===== src/rtl/gpr_file_if.sv =====
// ---------------------------------------------------------------------------
// gpr_file_if : bus bundle between the datapath control and the register file.
//
//  master : the controller side (drives write, read requests and clr_req)
//  slave  : the register file side (returns read data/valid, busy, err)
//
//  Signals
//   wr_en, wr_addr, wr_data     write port
//   rd0_en, rd0_addr            read request, port 0
//   rd0_data, rd0_valid         registered read result, port 0
//   rd1_en, rd1_addr            read request, port 1
//   rd1_data, rd1_valid         registered read result, port 1
//   clr_req                     start a hardware clear sweep
//   busy                        clear sweep in progress
//   err                         sticky out-of-range access flag
// ---------------------------------------------------------------------------
interface gpr_file_if #(
  parameter int DATA_W = 10,
  parameter int ADDR_W = 4
);
  logic              wr_en;
  logic [ADDR_W-1:0] wr_addr;
  logic [DATA_W-1:0] wr_data;
  logic              rd0_en;
  logic [ADDR_W-1:0] rd0_addr;
  logic [DATA_W-1:0] rd0_data;
  logic              rd0_valid;
  logic              rd1_en;
  logic [ADDR_W-1:0] rd1_addr;
  logic [DATA_W-1:0] rd1_data;
  logic              rd1_valid;
  logic              clr_req;
  logic              busy;
  logic              err;

  modport master (
    output wr_en, wr_addr, wr_data,
    output rd0_en, rd0_addr, rd1_en, rd1_addr,
    output clr_req,
    input  rd0_data, rd0_valid, rd1_data, rd1_valid,
    input  busy, err
  );

  modport slave (
    input  wr_en, wr_addr, wr_data,
    input  rd0_en, rd0_addr, rd1_en, rd1_addr,
    input  clr_req,
    output rd0_data, rd0_valid, rd1_data, rd1_valid,
    output busy, err
  );
endinterface


===== src/rtl/gpr_file.sv =====
// ---------------------------------------------------------------------------
// gpr_file : parametrised general-purpose register file.
//
//  One write port, two independent registered read ports with write-to-read
//  bypass, a sticky out-of-range error flag and a clear sequencer that
//  rewrites RESET_VAL into one register per cycle.
//
//  Ports
//   clk  : clock, all state changes on its rising edge
//   rst  : synchronous reset, active high, overrides everything
//   bus  : gpr_file_if.slave (write/read ports, clr_req, busy, err)
//
//  DATA_W / ADDR_W must match the parameters of the connected interface.
// ---------------------------------------------------------------------------
module gpr_file #(
  parameter int                DATA_W    = 10,
  parameter int                DEPTH     = 10,
  parameter int                ADDR_W    = 4,
  parameter logic [DATA_W-1:0] RESET_VAL = '0
) (
  input  logic     clk,
  input  logic     rst,
  gpr_file_if.slave bus
);

  // One extra bit so that DEPTH == 2**ADDR_W is still representable.
  localparam logic [ADDR_W:0]   DEPTH_X  = (ADDR_W+1)'(DEPTH);
  localparam logic [ADDR_W-1:0] LAST_IDX = ADDR_W'(DEPTH - 1);

  typedef enum logic [0:0] {
    IDLE  = 1'b0,
    CLEAR = 1'b1
  } state_t;

  state_t            state_reg;
  logic [ADDR_W-1:0] idx_reg;
  logic              busy_reg;
  logic              err_reg;
  logic [DATA_W-1:0] regs [DEPTH];

  logic [DATA_W-1:0] rd_data_reg  [2];
  logic              rd_valid_reg [2];

  // Read ports folded into arrays so both are built by the same logic.
  logic              rd_en        [2];
  logic [ADDR_W-1:0] rd_addr      [2];
  logic              rd_oor       [2];
  logic [DATA_W-1:0] rd_data_next [2];

  logic wr_oor;
  logic wr_fire;
  logic err_hit;

  assign rd_en[0]   = bus.rd0_en;
  assign rd_addr[0] = bus.rd0_addr;
  assign rd_en[1]   = bus.rd1_en;
  assign rd_addr[1] = bus.rd1_addr;

  assign wr_oor  = ({1'b0, bus.wr_addr} >= DEPTH_X);
  // A write lands only in IDLE and only if a clear is not being accepted
  // on the same edge.
  assign wr_fire = (state_reg == IDLE) && bus.wr_en && !bus.clr_req && !wr_oor;

  generate
    for (genvar gi = 0; gi < 2; gi++) begin : g_rd
      assign rd_oor[gi] = ({1'b0, rd_addr[gi]} >= DEPTH_X);
      // Bypass returns the value being written on this same edge.
      assign rd_data_next[gi] =
        rd_oor[gi]                                  ? '0          :
        (wr_fire && (bus.wr_addr == rd_addr[gi]))   ? bus.wr_data :
                                                      regs[rd_addr[gi]];
    end
  endgenerate

  assign err_hit = (bus.wr_en && wr_oor)
                 | (rd_en[0] && rd_oor[0])
                 | (rd_en[1] && rd_oor[1]);

  // Register array: write port and clear sweep share the single update path.
  always_ff @(posedge clk) begin
    if (rst) begin
      for (int i = 0; i < DEPTH; i++) begin
        regs[i] <= RESET_VAL;
      end
    end else if (wr_fire) begin
      regs[bus.wr_addr] <= bus.wr_data;
    end else if (state_reg == CLEAR) begin
      regs[idx_reg] <= RESET_VAL;
    end
  end

  // Control FSM with registered outputs.
  always_ff @(posedge clk) begin
    if (rst) begin
      state_reg <= IDLE;
      idx_reg   <= '0;
      busy_reg  <= 1'b0;
      err_reg   <= 1'b0;
      for (int p = 0; p < 2; p++) begin
        rd_data_reg[p]  <= '0;
        rd_valid_reg[p] <= 1'b0;
      end
    end else begin
      case (state_reg)
        IDLE: begin
          for (int p = 0; p < 2; p++) begin
            rd_valid_reg[p] <= rd_en[p];
            if (rd_en[p]) begin
              rd_data_reg[p] <= rd_data_next[p];
            end
          end
          if (bus.clr_req) begin
            // Accepting a clear drops any concurrent write and wipes err.
            state_reg <= CLEAR;
            idx_reg   <= '0;
            busy_reg  <= 1'b1;
            err_reg   <= 1'b0;
          end else if (err_hit) begin
            err_reg <= 1'b1;
          end
        end
        CLEAR: begin
          for (int p = 0; p < 2; p++) begin
            rd_valid_reg[p] <= 1'b0;
          end
          if (idx_reg == LAST_IDX) begin
            state_reg <= IDLE;
            busy_reg  <= 1'b0;
            idx_reg   <= '0;
          end else begin
            idx_reg <= idx_reg + 1'b1;
          end
        end
        default: begin
          state_reg <= IDLE;
          busy_reg  <= 1'b0;
          idx_reg   <= '0;
        end
      endcase
    end
  end

  assign bus.rd0_data  = rd_data_reg[0];
  assign bus.rd0_valid = rd_valid_reg[0];
  assign bus.rd1_data  = rd_data_reg[1];
  assign bus.rd1_valid = rd_valid_reg[1];
  assign bus.busy      = busy_reg;
  assign bus.err       = err_reg;

endmodule

===== src/flat_wrapper.sv =====
// flat-port wrapper written by rule: the top's interface ports become plain ports
module gpr_file_flat 
#(
  parameter int                DATA_W    = 10,
  parameter int                DEPTH     = 10,
  parameter int                ADDR_W    = 4,
  parameter logic [DATA_W-1:0] RESET_VAL = '0
)
  (clk, rst, bus_wr_en, bus_wr_addr, bus_wr_data, bus_rd0_en, bus_rd0_addr, bus_rd1_en, bus_rd1_addr, bus_clr_req, bus_rd0_data, bus_rd0_valid, bus_rd1_data, bus_rd1_valid, bus_busy, bus_err);
  gpr_file_if #(.DATA_W(DATA_W), .ADDR_W(ADDR_W)) bus_i ();
  input  logic clk;
  input  logic rst;
  input wire logic [$bits(bus_i.wr_en)-1:0] bus_wr_en;
  input wire logic [$bits(bus_i.wr_addr)-1:0] bus_wr_addr;
  input wire logic [$bits(bus_i.wr_data)-1:0] bus_wr_data;
  input wire logic [$bits(bus_i.rd0_en)-1:0] bus_rd0_en;
  input wire logic [$bits(bus_i.rd0_addr)-1:0] bus_rd0_addr;
  input wire logic [$bits(bus_i.rd1_en)-1:0] bus_rd1_en;
  input wire logic [$bits(bus_i.rd1_addr)-1:0] bus_rd1_addr;
  input wire logic [$bits(bus_i.clr_req)-1:0] bus_clr_req;
  output wire logic [$bits(bus_i.rd0_data)-1:0] bus_rd0_data;
  output wire logic [$bits(bus_i.rd0_valid)-1:0] bus_rd0_valid;
  output wire logic [$bits(bus_i.rd1_data)-1:0] bus_rd1_data;
  output wire logic [$bits(bus_i.rd1_valid)-1:0] bus_rd1_valid;
  output wire logic [$bits(bus_i.busy)-1:0] bus_busy;
  output wire logic [$bits(bus_i.err)-1:0] bus_err;
  assign bus_i.wr_en = bus_wr_en;
  assign bus_i.wr_addr = bus_wr_addr;
  assign bus_i.wr_data = bus_wr_data;
  assign bus_i.rd0_en = bus_rd0_en;
  assign bus_i.rd0_addr = bus_rd0_addr;
  assign bus_i.rd1_en = bus_rd1_en;
  assign bus_i.rd1_addr = bus_rd1_addr;
  assign bus_i.clr_req = bus_clr_req;
  assign bus_rd0_data = bus_i.rd0_data;
  assign bus_rd0_valid = bus_i.rd0_valid;
  assign bus_rd1_data = bus_i.rd1_data;
  assign bus_rd1_valid = bus_i.rd1_valid;
  assign bus_busy = bus_i.busy;
  assign bus_err = bus_i.err;
  gpr_file #(.DATA_W(DATA_W), .DEPTH(DEPTH), .ADDR_W(ADDR_W), .RESET_VAL(RESET_VAL)) u_core (.clk(clk), .rst(rst), .bus(bus_i));
endmodule

===== config.mk =====
export PLATFORM = sky130hd
export DESIGN_NAME = gpr_file_flat
export DESIGN_NICKNAME = d
export VERILOG_FILES = /design/src/rtl/gpr_file_if.sv /design/src/rtl/gpr_file.sv /design/src/flat_wrapper.sv
export SDC_FILE = /design/constraint.sdc
export NUM_CORES = 1
export LEC_CHECK = 0
export CAP_MARGIN = 15
export CORE_UTILIZATION = 55
export DETAILED_ROUTE_END_ITERATION = 7
export PLACE_DENSITY = 0.77
export SLEW_MARGIN = 0
export SYNTH_ARGS = -nofsm -noshare
export SYNTH_HDL_FRONTEND = slang
export SYNTH_SLANG_ARGS = --single-unit

===== constraint.sdc =====
create_clock -name clk -period 2.55 [get_ports clk]
set_input_delay 0.255 -clock clk [delete_from_list [all_inputs] [get_ports clk]]
set_output_delay 0.255 -clock clk [all_outputs]
set_load 0.05 [all_outputs]

# == After elaboration in Yosys (flattened, before gate mapping) ==
# Memories as Yosys holds them, arrays and structs flattened.
# Index checks and enable logic that the tools add are counted.
# word_totals
ram_bits,122
ff_bits,7
out_inout_bits,24
inputBits,28
word_cells,89
n_memories,3
# classes
add_sub_neg,1
n_reduce_logical,15
n_bitwise,9
eq_ne,5
n_mux,49
n_lt_le_gt_ge,3
# memory_table
name,depth,width,read_ports,rd_clocked_by_memory_dff,wr,line_no,source
u_core.regs,10,10,2,0,10,gpr_file.sv:39,logic [DATA_W-1:0] regs [DEPTH];
u_core.rd_data_reg,2,10,2,0,2,gpr_file.sv:41,logic [DATA_W-1:0] rd_data_reg [2];
u_core.rd_valid_reg,2,1,2,0,2,gpr_file.sv:42,logic rd_valid_reg [2];
# ops
op,n
10-bit 2-to-1 mux,8
1-bit 2-to-1 mux,34
10-bit OR reduction,2
4-bit 2-to-1 mux,4
"4-bit >= comparator, second input constant",3
4-bit equality test,2
1-bit logical AND,8
1-bit OR,8
4-bit one-hot mux with 2 select lines,1
"4-bit by 1-bit adder with 4-bit output, second input constant",1
"4-bit equality test, second input constant",1
"2-bit inequality test, second input constant",2
1-bit one-hot mux with 2 select lines,2
2-bit AND reduction,2
1-bit zero test,2
2-bit nonzero test,1
1-bit inverter,1

# == Logic depth before layout (Yosys ltp) ==
# depth
depth_word,10
ltp_mapped,8
mapped_depth_nobuf,6

# == Worst setup path before layout ==
# Ideal clock, no wire load.
# synth_path
path_type,flip-flop to flip-flop
startpoint,reg u_core.state_reg
endpoint,mem u_core.regs[10][0] (enable)
setup_ns,0.376
n_path_buf,3
t_arrival_ns,1.801
t_required_ns,2.174
path_stages_with_launch,8
path_slack_ns,0.373
period_less_slack_ns,2.177
cell_sequence,dfxtp_1 -> buf_2 -> nor3b_4 -> and3_1 -> buf_2 -> buf_2 -> o21bai_1 -> nor2_1
# synth_lines
item,line_no,source
"start, declared",gpr_file.sv:35,state_t state_reg;
"start signal, assigned",gpr_file.sv:95,state_reg <= IDLE;
"start signal, assigned",gpr_file.sv:114,state_reg <= CLEAR;
"start signal, assigned",gpr_file.sv:127,state_reg <= IDLE;
"end, declared",gpr_file.sv:39,

==> results by group <==
CTS
  • Clk Latency, worst-skew pair: 0.43 ns
  • Post-CTS Setup Inserts: 0
  • Clock Sinks: 185
  • CTS Buffer Depth: 2
  • PostCTS Resize Cnt: 0
  • Clock slew at reported path FFs: 0.07 ns
  • CTS tree: done
  • CTS Buf Count: 17
  • Hold Buf Count CTS: 0
  • CTS root buf: clkbuf_16
  • Htree depth: 4

Global routing
  • Initial antenna violation count: 0
  • Pin count of the biggest net entering global routing: 26
  • GRT Resource Usage Total: 0.3039
  • Total gr overflow: 0
  • Via count of the first global-routing pass: 6518
  • Global-route wire length before repair: 38.36 mm

Hold path
  • Worst hold path startpoint: u_core.bus.busy$_SDFFE_PP0P_
  • HP Class: reg -> reg

Synthesis
  • Syn_area_per_cell: 13.92 sq um
  • Syn Std Cell Area: 0.009311 sq mm
  • Post-synth ARST share: 0
  • Post-synth EDFFs: 178
  • Cell count after synthesis: 669
  • Synth Warn #: 0
  • Post-synth top flop: edfxtp_1
  • Count of cell types in the netlist: 57
  • Sequential fraction of the synthesis area: 0.5891
  • FF+latch count, synth: 185

Cells and area
  • Final nets: 810
  • Commonest non-fill, non-tap cell in the layout: edfxtp_1
  • Fraction of layout cells with a size suffix above 1: 0.2421
  • N_diodes: 0
  • Most frequent cells in the layout: edfxtp_1, nor2_1, buf_4
  • Largest register FFs: 156
  • Layout area overhead: 18.80%
  • Final Cell Area: 0.01106 sq mm
  • Layout fillers: 1162

Power and ir drop
  • Worst VDD drop: 0.4725 mV
  • Pleak: 3.879 nW
  • Cell area power density: 612.0 mW/mm^2

Timing
  • Final TNS setup: 0 ns
  • Max-slew headroom: 0.2121
  • Final worst-path cycle share: 0.9482
  • Worst Clk Skew: 0.01336 ns
  • Final Hold Viols: 0
  • Max-slew violation count: 0
  • Fmax achieved: 0.4136 GHz
  • Slew @ Worst Pin: 1.178 ns
  • Hold WS: 0.4945 ns
  • Min cycle time layout: 2.418 ns
  • RSZ-0062 raised after global routing: no
  • Finish-stage setup viols: 0

Worst setup path
  • R2R Path Start: u_core.state_reg$_SDFF_PP0_
  • CP Cell Sequence: nor3b_4 > buf_4 > and3_1 > a211oi_1 > nor2_1
  • WS Path Type: reg -> reg
  • Critical Path AT: 2.47 ns
  • Largest stage delay on the critical path: 0.94 ns
  • Critical path data required time: 2.60 ns
  • Critical path peak fanout: 10
  • CP endpoint kind: flop
  • Worst setup path start: u_core.state_reg$_SDFF_PP0_
  • Setup crit start kind: flop
  • Reg2Reg Setup Slack: 0.13 ns
  • Slowest stage cell on the critical path: nor2_1

Job
  • MaxCap Viol Count: 0

Placed design
  • Post-DP Area: 0.01054 sq mm
  • GPL Wtd Cong: 0.9697
  • Port bufs: 51
  • DPL Wire Length: 18.68 mm

Routing
  • Vias/cell: 6.394
  • Remaining DRCs: 0
  • Detailed Routing Iterations Pass 1: 6
  • Iter 0 DRT Violations: 891
  • Routed len/inst: 24.75 um
  • Post-route ant nets: 0
  • Detailed Route WL: 25.07 mm
  • Via count: 6477

Die
  • Std-Cell Rows: 47
  • Area of the die: 0.01745 sq mm
  • Die W: 132.1 um
  • I/O Pins: 52
  • Starting Density: 0.5615
  • Core area: 0.01658 sq mm
  • Die height: 132.1 um

Status
  • Status: complete, no violations
synthesized netlist by cell type, types with 2 or more instances:
cell | count | share of area
o221ai_1 | 2 | 0.0019
nor2b_1 | 5 | 0.0034
nand2_1 | 37 | 0.015
nor3_1 | 17 | 0.0091
o21ai_1 | 4 | 0.0022
a22oi_1 | 14 | 0.011
edfxtp_1 | 178 | 0.57
o21a_1 | 2 | 0.0016
nand3_1 | 10 | 0.0054
xnor2_1 | 4 | 0.0038
ha_1 | 2 | 0.0027
a211oi_1 | 2 | 0.0016
and3_1 | 2 | 0.0013
nor3_2 | 2 | 0.0022
xor2_1 | 4 | 0.0038
nor4_1 | 4 | 0.0027
o22ai_1 | 6 | 0.0040
buf_2 | 18 | 0.0097
a21o_1 | 7 | 0.0056
a2111oi_1 | 2 | 0.0022
buf_1 | 3 | 0.0012
nor3b_1 | 2 | 0.0016
mux2i_1 | 4 | 0.0043
a41oi_1 | 2 | 0.0019
o21ai_0 | 11 | 0.0059
or3_1 | 6 | 0.0040
nand4_2 | 2 | 0.0027
mux4_1 | 4 | 0.011
a22o_1 | 8 | 0.0075
inv_1 | 18 | 0.0073
mux4_2 | 65 | 0.16
mux2_1 | 3 | 0.0036
buf_6 | 6 | 0.0073
and2_1 | 5 | 0.0034
buf_4 | 3 | 0.0024
o211ai_1 | 3 | 0.0024
dfxtp_1 | 7 | 0.015
a21oi_1 | 23 | 0.012
clkbuf_1 | 14 | 0.0056
o21bai_1 | 2 | 0.0016
nand3b_1 | 2 | 0.0016
nand2b_1 | 14 | 0.0094
nor2_1 | 126 | 0.051
path summary, 6_finish.rpt:
check | cells after the start | to
setup / recovery | 5 | u_core.regs[10][6]$_DFFE_PP_
hold reg to reg | 2 | u_core.bus.busy$_SDFFE_PP0P_
hold / removal | 2 | u_core.bus.busy$_SDFFE_PP0P_
setup reg to reg | 5 | u_core.regs[10][6]$_DFFE_PP_
cells by family (layout without fill, tap and decap cells):
kind of cell               Yosys count  after routing  synth area share
and+or+nand+nor                    242            242            0.1213
DFF                                185            185            0.5891
AOI/OAI and AO/OA                   91             91           0.06571
muxes                               77             77            0.1776
buffers and inverters               63            186           0.03561
xor gates and xnor gates             8              8          0.007524
adders and majority gates            2              2          0.002687
other                                1              2         0.0004027
power by group:
part | switching [mW] | total (mW) | internal, mW
clock | 1.14 | 2.40 | 1.26
combinational | 0.509 | 0.891 | 0.382
sequential | 0.0536 | 3.47 | 3.42
total | 1.71 | 6.77 | 5.06
routing by layer:
metal	track usage	share of wire	up-vias
li1	-	-	2791
met1	0.3943	0.37	3167
met2	0.4821	0.48	448
met3	0.08420	0.11	71
met4	0.1363	0.040	0
met5	0	0	-
critical path: cells and delay by family (launching register included):
kind	cells	cell delay, ns
and+or+nand+nor	3	1.37
DFF	1	0.42
buffers and inverters	1	0.16
AOI/OAI and AO/OA	1	0.09
metrics by stage:
step	worst slack (ns)	util	power (mW)	cells
after detailed placement	-0.1062	0.6353	4.413	981
final	0.1320	0.6670	6.770	1013
after global routing	0.06441	0.6670	6.944	1013
after global placement	-0.07927	0.6353	4.395	981
after CTS	0.1818	0.6670	6.762	1013
after floorplan	0.3726	-	4.062	670
cell type report:
type / instances / area [sq um] / share of cell area
Tap cell: 220 / 275.3 / 0.02488
Clock buffer: 20 / 436.7 / 0.03948
Multi-Input combinational cell: 422 / 3498 / 0.3163
Clock inverter: 12 / 90.09 / 0.008144
Sequential cell: 185 / 5485 / 0.4959
Inverter: 18 / 67.56 / 0.006108
Timing Repair Buffer: 136 / 1209 / 0.1093
Power figures use the tool's default switching activity.
